File: config.mk
export PLATFORM = sky130hd
export DESIGN_NAME = nes_joypad_port_flat
export DESIGN_NICKNAME = d
export VERILOG_FILES = /design/src/rtl/nes_joypad_port_pkg.sv /design/src/rtl/nes_joypad_port_if.sv /design/src/rtl/nes_joypad_port_keymap.sv /design/src/rtl/nes_joypad_port.sv /design/src/flat_wrapper.sv
export SDC_FILE = /design/constraint.sdc
export NUM_CORES = 1
export LEC_CHECK = 0
export CAP_MARGIN = 10
export CORE_AREA = 2 2 61 86
export DETAILED_ROUTE_END_ITERATION = 7
export DIE_AREA = 0 0 63 88
export SYNTH_ARGS = -nofsm -noshare
export SYNTH_HDL_FRONTEND = slang
export SYNTH_SLANG_ARGS = --single-unit
File: constraint.sdc
create_clock -name Clk -period 2.8 [get_ports Clk]
set_input_delay 0.28 -clock Clk [delete_from_list [all_inputs] [get_ports Clk]]
set_output_delay 0.28 -clock Clk [all_outputs]
set_load 0.005 [all_outputs]
File: src/rtl/nes_joypad_port_pkg.sv
// ---------------------------------------------------------------------------
// nes_input_pkg
//   Shared definitions for the NES joypad port emulation:
//   - btn_e        : button bit index in the serial report (bit 0 shifts out first)
//   - HID_*        : USB HID usage codes that map onto NES buttons
//   - JOYPAD*_ADDR : CPU addresses of the two controller ports
//   - OPEN_BUS     : fixed value of the undriven upper data bits on a read
//   - key_mask()   : one HID usage code -> one-hot button mask (0 if unmapped)
// ---------------------------------------------------------------------------
package nes_input_pkg;

    typedef enum logic [2:0] {
        BTN_A      = 3'd0,
        BTN_B      = 3'd1,
        BTN_SELECT = 3'd2,
        BTN_START  = 3'd3,
        BTN_UP     = 3'd4,
        BTN_DOWN   = 3'd5,
        BTN_LEFT   = 3'd6,
        BTN_RIGHT  = 3'd7
    } btn_e;

    localparam logic [7:0] HID_NONE  = 8'h00;
    localparam logic [7:0] HID_J     = 8'h0D;  // A
    localparam logic [7:0] HID_K     = 8'h0E;  // B
    localparam logic [7:0] HID_SPACE = 8'h2C;  // Select
    localparam logic [7:0] HID_ENTER = 8'h28;  // Start
    localparam logic [7:0] HID_W     = 8'h1A;  // Up
    localparam logic [7:0] HID_S     = 8'h16;  // Down
    localparam logic [7:0] HID_A     = 8'h04;  // Left
    localparam logic [7:0] HID_D     = 8'h07;  // Right
    localparam logic [7:0] HID_U     = 8'h18;  // turbo A (turbo builds only)
    localparam logic [7:0] HID_I     = 8'h0C;  // turbo B (turbo builds only)

    localparam logic [15:0] JOYPAD1_ADDR = 16'h4016;
    localparam logic [15:0] JOYPAD2_ADDR = 16'h4017;
    localparam logic [7:0]  OPEN_BUS     = 8'h40;

    function automatic logic [7:0] key_mask(input logic [7:0] code);
        logic [7:0] mask;
        mask = 8'h00;
        case (code)
            HID_J:     mask[BTN_A]      = 1'b1;
            HID_K:     mask[BTN_B]      = 1'b1;
            HID_SPACE: mask[BTN_SELECT] = 1'b1;
            HID_ENTER: mask[BTN_START]  = 1'b1;
            HID_W:     mask[BTN_UP]     = 1'b1;
            HID_S:     mask[BTN_DOWN]   = 1'b1;
            HID_A:     mask[BTN_LEFT]   = 1'b1;
            HID_D:     mask[BTN_RIGHT]  = 1'b1;
            default:   mask = 8'h00;
        endcase
        return mask;
    endfunction

endpackage

File: src/rtl/nes_joypad_port_if.sv
// ---------------------------------------------------------------------------
// nes_joypad_port_if
//   CPU bus slice seen by the joypad port.
//   cpu_access : 1-cycle pulse, one CPU bus cycle is valid this clock
//   cpu_addr   : CPU address
//   cpu_rw_n   : 1 = read, 0 = write
//   cpu_din    : CPU write data
//   cpu_dout   : read data, valid in the same cycle as cpu_access
//   cpu_sel    : address decodes to $4016 or $4017 (combinational)
//   master = CPU / bus decoder side, slave = joypad port side.
// ---------------------------------------------------------------------------
interface nes_joypad_port_if;
    logic        cpu_access;
    logic [15:0] cpu_addr;
    logic        cpu_rw_n;
    logic [7:0]  cpu_din;
    logic [7:0]  cpu_dout;
    logic        cpu_sel;

    modport master (
        output cpu_access, cpu_addr, cpu_rw_n, cpu_din,
        input  cpu_dout, cpu_sel
    );

    modport slave (
        input  cpu_access, cpu_addr, cpu_rw_n, cpu_din,
        output cpu_dout, cpu_sel
    );
endinterface

File: src/rtl/nes_joypad_port_keymap.sv
// ---------------------------------------------------------------------------
// joypad_keymap
//   Combinational decode of NUM_KEYS HID usage codes into the 8 NES buttons.
//   Any slot may carry any key. Opposing directions pressed together
//   (Up+Down, Left+Right) cancel, as a real pad cannot report both.
//   Ports:
//     keycodes    in  8*NUM_KEYS  slot k = [8k+7:8k], 0x00 = no key
//     turbo_phase in  1           only with NES_JOYPAD_TURBO_EN defined
//     buttons     out 8           bit order A,B,Select,Start,Up,Down,Left,Right
//   Macro: NES_JOYPAD_TURBO_EN adds U (turbo A) and I (turbo B).
// ---------------------------------------------------------------------------
module joypad_keymap
    import nes_input_pkg::*;
#(
    parameter int NUM_KEYS = 1
) (
    input  logic [8*NUM_KEYS-1:0] keycodes,
`ifdef NES_JOYPAD_TURBO_EN
    input  logic                  turbo_phase,
`endif
    output logic [7:0]            buttons
);

    logic [7:0] raw;

    always_comb begin
        // NOTE: every combinational output gets a default first so no latch is inferred.
        raw     = 8'h00;
        buttons = 8'h00;
        for (int k = 0; k < NUM_KEYS; k++) begin
            raw = raw | key_mask(keycodes[8*k +: 8]);
`ifdef NES_JOYPAD_TURBO_EN
            // A held turbo key pulses its button with the shared turbo phase.
            if (keycodes[8*k +: 8] == HID_U) raw[BTN_A] = raw[BTN_A] | turbo_phase;
            if (keycodes[8*k +: 8] == HID_I) raw[BTN_B] = raw[BTN_B] | turbo_phase;
`endif
        end

        buttons = raw;
        if (raw[BTN_UP] && raw[BTN_DOWN]) begin
            buttons[BTN_UP]   = 1'b0;
            buttons[BTN_DOWN] = 1'b0;
        end
        if (raw[BTN_LEFT] && raw[BTN_RIGHT]) begin
            buttons[BTN_LEFT]  = 1'b0;
            buttons[BTN_RIGHT] = 1'b0;
        end
    end

endmodule

File: src/rtl/nes_joypad_port.sv
// ---------------------------------------------------------------------------
// nes_joypad_port
//   NES controller port registers ($4016/$4017) on the CPU bus, fed from the
//   SoC keyboard keycode export.
//   Ports:
//     Clk         in  1           system clock (CPU bus domain)
//     Reset       in  1           synchronous, active-high
//     keycodes    in  8*NUM_KEYS  HID usage codes from the keycode PIO
//     bus         slave           CPU bus (access/addr/rw_n/din -> dout/sel)
//     buttons_dbg out 8           decoded button vector after the sync stages
//   Parameters: NUM_KEYS (1..6), TURBO_DIV (clocks per turbo half-period).
//   Macro: NES_JOYPAD_TURBO_EN enables the turbo counter and U/I keys; when
//   undefined no counter logic exists and TURBO_DIV is ignored.
//   Read $4016 returns {0x40 open bus, serial bit}; $4017 reads 0x40
//   (port 2 unconnected); $4017 writes belong to the APU and are ignored.
// ---------------------------------------------------------------------------
module nes_joypad_port
    import nes_input_pkg::*;
#(
    parameter int          NUM_KEYS  = 1,
    parameter int unsigned TURBO_DIV = 357954
) (
    input  logic                  Clk,
    input  logic                  Reset,
    input  logic [8*NUM_KEYS-1:0] keycodes,
    nes_joypad_port_if.slave      bus,
    output logic [7:0]            buttons_dbg
);

    logic [8*NUM_KEYS-1:0] key_sync1;
    logic [8*NUM_KEYS-1:0] key_sync2;
    logic [7:0]            buttons;
    logic [7:0]            shift_reg;
    logic                  strobe;
    logic                  hit_port1;
    logic                  hit_port2;
    logic                  rd_port1;
    logic                  wr_port1;
    logic [6:0]            unused_din;

    assign hit_port1 = (bus.cpu_addr == JOYPAD1_ADDR);
    assign hit_port2 = (bus.cpu_addr == JOYPAD2_ADDR);
    assign rd_port1  = bus.cpu_access &  bus.cpu_rw_n & hit_port1;
    assign wr_port1  = bus.cpu_access & ~bus.cpu_rw_n & hit_port1;

    assign bus.cpu_sel = hit_port1 | hit_port2;
    // Only bit 0 of a $4016 write drives the strobe line.
    assign unused_din  = bus.cpu_din[7:1];

`ifdef NES_JOYPAD_TURBO_EN
    localparam int unsigned TURBO_W = (TURBO_DIV > 1) ? $clog2(TURBO_DIV) : 1;

    logic [TURBO_W-1:0] turbo_cnt;
    logic               turbo_phase;

    always_ff @(posedge Clk) begin
        if (Reset) begin
            turbo_cnt   <= '0;
            turbo_phase <= 1'b0;
        end else if (turbo_cnt == TURBO_W'(TURBO_DIV - 1)) begin
            turbo_cnt   <= '0;
            turbo_phase <= ~turbo_phase;
        end else begin
            turbo_cnt   <= turbo_cnt + TURBO_W'(1);
        end
    end
`else
    logic unused_turbo_div;
    assign unused_turbo_div = (TURBO_DIV == 0);
`endif

    // Decode from the second sync stage so buttons see a settled keycode.
    joypad_keymap #(
        .NUM_KEYS (NUM_KEYS)
    ) u_keymap (
        .keycodes    (key_sync2),
`ifdef NES_JOYPAD_TURBO_EN
        .turbo_phase (turbo_phase),
`endif
        .buttons     (buttons)
    );

    assign buttons_dbg = buttons;

    always_ff @(posedge Clk) begin
        if (Reset) begin
            key_sync1 <= '0;
            key_sync2 <= '0;
            strobe    <= 1'b0;
            shift_reg <= 8'hFF;
        end else begin
            // NOTE: non-blocking assignments so every register sees pre-edge values.
            key_sync1 <= keycodes;
            key_sync2 <= key_sync1;

            if (wr_port1) strobe <= bus.cpu_din[0];

            // While strobe is high the register tracks the pad continuously;
            // the reload on the clock that drops strobe is the latched report.
            // Shifting fills from the top with 1s, so reads past the eighth
            // return 1 like an official controller.
            if (strobe) begin
                shift_reg <= buttons;
            end else if (rd_port1) begin
                shift_reg <= {1'b1, shift_reg[7:1]};
            end
        end
    end

    always_comb begin
        bus.cpu_dout = 8'h00;
        if (!Reset && bus.cpu_access && bus.cpu_rw_n) begin
            if (hit_port1) begin
                // With strobe high the pad reports live A, i.e. the value this
                // clock's reload is about to capture.
                bus.cpu_dout = {OPEN_BUS[7:1], strobe ? buttons[BTN_A] : shift_reg[0]};
            end else if (hit_port2) begin
                bus.cpu_dout = OPEN_BUS;
            end
        end
    end

endmodule

File: src/flat_wrapper.sv
// flat-port wrapper written by rule: the top's interface ports become plain ports
module nes_joypad_port_flat import nes_input_pkg::*;
#(
    parameter int          NUM_KEYS  = 1,
    parameter int unsigned TURBO_DIV = 357954
)
  (Clk, Reset, keycodes, buttons_dbg, bus_cpu_access, bus_cpu_addr, bus_cpu_rw_n, bus_cpu_din, bus_cpu_dout, bus_cpu_sel);
  nes_joypad_port_if bus_i ();
  input  logic Clk;
  input  logic Reset;
  input  logic [8*NUM_KEYS-1:0] keycodes;
  output logic [7:0] buttons_dbg;
  input wire logic [$bits(bus_i.cpu_access)-1:0] bus_cpu_access;
  input wire logic [$bits(bus_i.cpu_addr)-1:0] bus_cpu_addr;
  input wire logic [$bits(bus_i.cpu_rw_n)-1:0] bus_cpu_rw_n;
  input wire logic [$bits(bus_i.cpu_din)-1:0] bus_cpu_din;
  output wire logic [$bits(bus_i.cpu_dout)-1:0] bus_cpu_dout;
  output wire logic [$bits(bus_i.cpu_sel)-1:0] bus_cpu_sel;
  assign bus_i.cpu_access = bus_cpu_access;
  assign bus_i.cpu_addr = bus_cpu_addr;
  assign bus_i.cpu_rw_n = bus_cpu_rw_n;
  assign bus_i.cpu_din = bus_cpu_din;
  assign bus_cpu_dout = bus_i.cpu_dout;
  assign bus_cpu_sel = bus_i.cpu_sel;
  nes_joypad_port #(.NUM_KEYS(NUM_KEYS), .TURBO_DIV(TURBO_DIV)) u_core (.Clk(Clk), .Reset(Reset), .keycodes(keycodes), .bus(bus_i), .buttons_dbg(buttons_dbg));
endmodule
==> impl_summary.md, run 1 <==
Placed design
The weighted congestion at the end of routability-driven global placement is 0.730. The post-place setup slack is between 0.3 and 0.4 ns. Once placement finished, the instance area stood at 1610 sq um. Detailed placement ended at an HPWL of 1.97 mm. Buffers placed on the I/O ports in this run total 39.

Finish
The total of fill cells in the finished design is 520. After routing the design area is 1650 sq um. The number of nets in the finished design is 199.

The ratio of cells with drive above 1 in the final layout is under 10%. The number of antenna diodes is 0. The area added between synthesis and finish is 41.5%. The final core utilization is 34.7%.

Logic synthesis
The netlist uses 38 different library cells. The post-synthesis instance total is approximately 120. The sequential element share of the synthesized area is 42.8%.

The synthesized design spends more area on one cell type than any other, namely dfxtp_1. The most common cell in the synthesized netlist is dfxtp_1. Synthesis inferred 25 register bits. Of the post-synthesis cell area, the dominant cell type holds 42.8%. Yosys mapped a number of flops with a built-in enable equal to 0.

The average instance area after synthesis is 9.50 sq um. Counting flops with an async set or reset pin after synthesis yields a share of 0%. For this run, the number of Yosys warnings is 0. In this run the cell area of the synthesized design comes to 1170 sq um. By area the synthesized netlist is led by dfxtp_1 43%, nor2b_1 9.6%, buf_4 3.9%. Ranked by instance count, the synthesized netlist is headed by 25 x dfxtp_1, 18 x nor2b_1, 8 x inv_1. The most used flip-flop cell after synthesis is dfxtp_1.

Floorplanning
For this configuration, the core starts out at a cell density of 24.5%. The die height is 88 um. In this run the horizontal extent of the chip is 63 um. The number of cell rows is 30.

The die area is around 5500 sq um. The core region is 4770 sq um. between 50 and 60 I/O pins were placed.

STA
The total count of max-transition violations in the final report was 0. Setup repair after global routing left no endpoint under its margin. The count of final hold-check violations came to 0. The final critical path takes up 87.5% of the cycle.

The final period demand of the worst path is 2.45 ns. Setup violations remaining at the end of the flow were counted as 0. Between clock sinks in the finished design, the worst skew comes to 0.00701 ns.

The tightest hold margin is ~0.44 ns. The final worst slack is around 0.35 ns. The maximum clock rate is 0.408 GHz. The setup TNS is 0 ns.

Setup path
Grouping stages by cell kind, the critical path spends the most delay in simple AND/OR/NAND/NOR gates. Traced cell by cell, the critical path runs through nor4b_1 -> and4b_1 -> mux2i_1 -> nor4b_1 -> clkdlybuf4s50_1. The worst setup path is of the flip-flop to output pin kind. The cell occurring most often along the worst timing path is nor4b_1.

The largest single stage delay on the critical path is 0.56 ns. Together, buffers and inverters on the worst path number 1. The library cell contributing the largest single delay on the critical path is clkdlybuf4s50_1. Of all nets on the critical path, the largest fanout is 4. The critical path arrival is 2.17 ns.

The worst setup path is launched from a flip-flop. STA classifies the critical path endpoint as an output pin. For the worst setup path, the data required time is around 2.5 ns.

Clock tree
Buffers inserted to repair hold after CTS numbered 0. The TritonCTS clock tree is yes. The sink count of the clock tree is 25. In this run the number of H-tree levels came out at 1. The insertion delay to the later sink of the worst-skew pair is 0.26 ns. The maximum root-to-sink buffer count is 2. The number of clock buffers added by TritonCTS is 3.

Clock-pin slew was measured on the worst setup and hold paths at around 0.080 ns. Once the clock tree was built, the setup fixing pass inserted 0 buffers. In this run the clock root is driven by a clkbuf_8.

The number of gates resized after CTS was 0.

Drt
For this block, the via count after detailed routing is 967. The via density per instance is 4.28. The pre-antenna-repair detailed-routing pass consisted of 4 iterations.

The wire length reported by the detailed router is 2.42 mm. The wire length per cell after detailed routing is 10.7 um. The number of DRC markers in iteration 0 is 35. In this run the remaining antenna-violating nets after routing total 0. The DRC violation count after routing is 0.

GRT
The first global-routing pass estimated around 3.9 mm of wire. The number of antenna violations at the first check in global routing is 0. Entering global routing, the biggest net connects 29 pins. The overall fraction of global-route tracks in use is under 10%.

The via count of the first global-routing pass is 933. The remaining global-route overflow is 0.

Power and ir drop
Across the VDD grid, the largest voltage drop is 226 uV. Summed over all cells, the static leakage comes to 0.614 nW. Dividing total power by cell area gives a power density of 397 nW/um^2.

Run status
The run finished with clean final reports.

Run
Max-cap violations in this run came to 0.

Hold path
The type of the most critical hold path is flip-flop to flip-flop.
[path summary, 6_finish.rpt]
kind                                            end  cells after the start           startpoint  slack, ns
worst max-delay path                bus_cpu_dout[0]                      5  u_core.key_sync2[5]       0.35
worst min-delay path            u_core.key_sync2[6]                      1  u_core.key_sync1[6]       0.44
worst max register to register  u_core.shift_reg[6]                      3  u_core.key_sync2[4]       1.39
worst min register to register  u_core.key_sync2[6]                      1  u_core.key_sync1[6]       0.44
[kinds of logic after synthesis]
group,count (synthesis),synth area share (%)
other cells,1,0.321
buf+inv,18,7.71
simple gates,64,38.4
flops,25,42.8
mux,1,0.857
compound gates,14,9.85
[report_power, final]
part           switching, mW  internal [mW]
sequential           0.00572          0.366
combinational         0.0257         0.0493
clock                  0.110          0.100
total                  0.141          0.516
[layout make-up]
class                      count  area [sq um]  share of cell area, %
clock buffer                   3          41.3                   2.50
clock inverter                 1          7.51                  0.454
inverter                       8          30.0                   1.82
multi-input combinational     85           597                   36.1
sequential                    25           500                   30.3
tap                           64          80.1                   4.84
timing repair buffer          40           398                   24.1
[worst reg2reg max path: stages, from the launching register on]
cell      delay, ns
dfxtp_1        0.35
nand2b_1       0.18
or4_1          0.53
a221oi_1       0.27
[layout by cell type, fill, tap and decap left out, types with 3 or more instances in the layout]
| cell type | netlist | layout |
|---|---|---|
| nor2_1 | 7 | 7 |
| clkdlybuf4s50_1 | 0 | 39 |
| nor2b_1 | 18 | 18 |
| conb_1 | 1 | 6 |
| clkbuf_8 | 0 | 3 |
| and4bb_2 | 3 | 3 |
| dfxtp_1 | 25 | 25 |
| nand2_1 | 3 | 3 |
| nor3b_1 | 3 | 3 |
| inv_1 | 8 | 8 |
| a221oi_1 | 5 | 5 |
| nor4b_1 | 4 | 4 |
| nand4_1 | 3 | 3 |
| nor3_1 | 7 | 7 |
[metal layers]
layer,GRT usage (%),vias up,routed length [um]
met5,0,-,0
met3,1.03,4,68
li1,-,509,-
met4,6.26,0,78
met2,17.7,22,1340
met1,8.64,432,939
[per-stage QoR]
| stage | cells | power [mW] |
|---|---|---|
| global route | 226 | 0.692 |
| global placement | 222 | 0.454 |
| floorplan | 128 | 0.413 |
| finish | 226 | 0.657 |
| CTS | 226 | 0.664 |
| detailed placement | 222 | 0.456 |
No activity file was read; power rests on OpenSTA's default activity.
==> run 2, diff against run 1 <==
Settings changed: SKIP_LAST_GASP from default to 1.
==> results of run 2 <==
No change in the layout: final DEF, timing and power equal those of run 1.
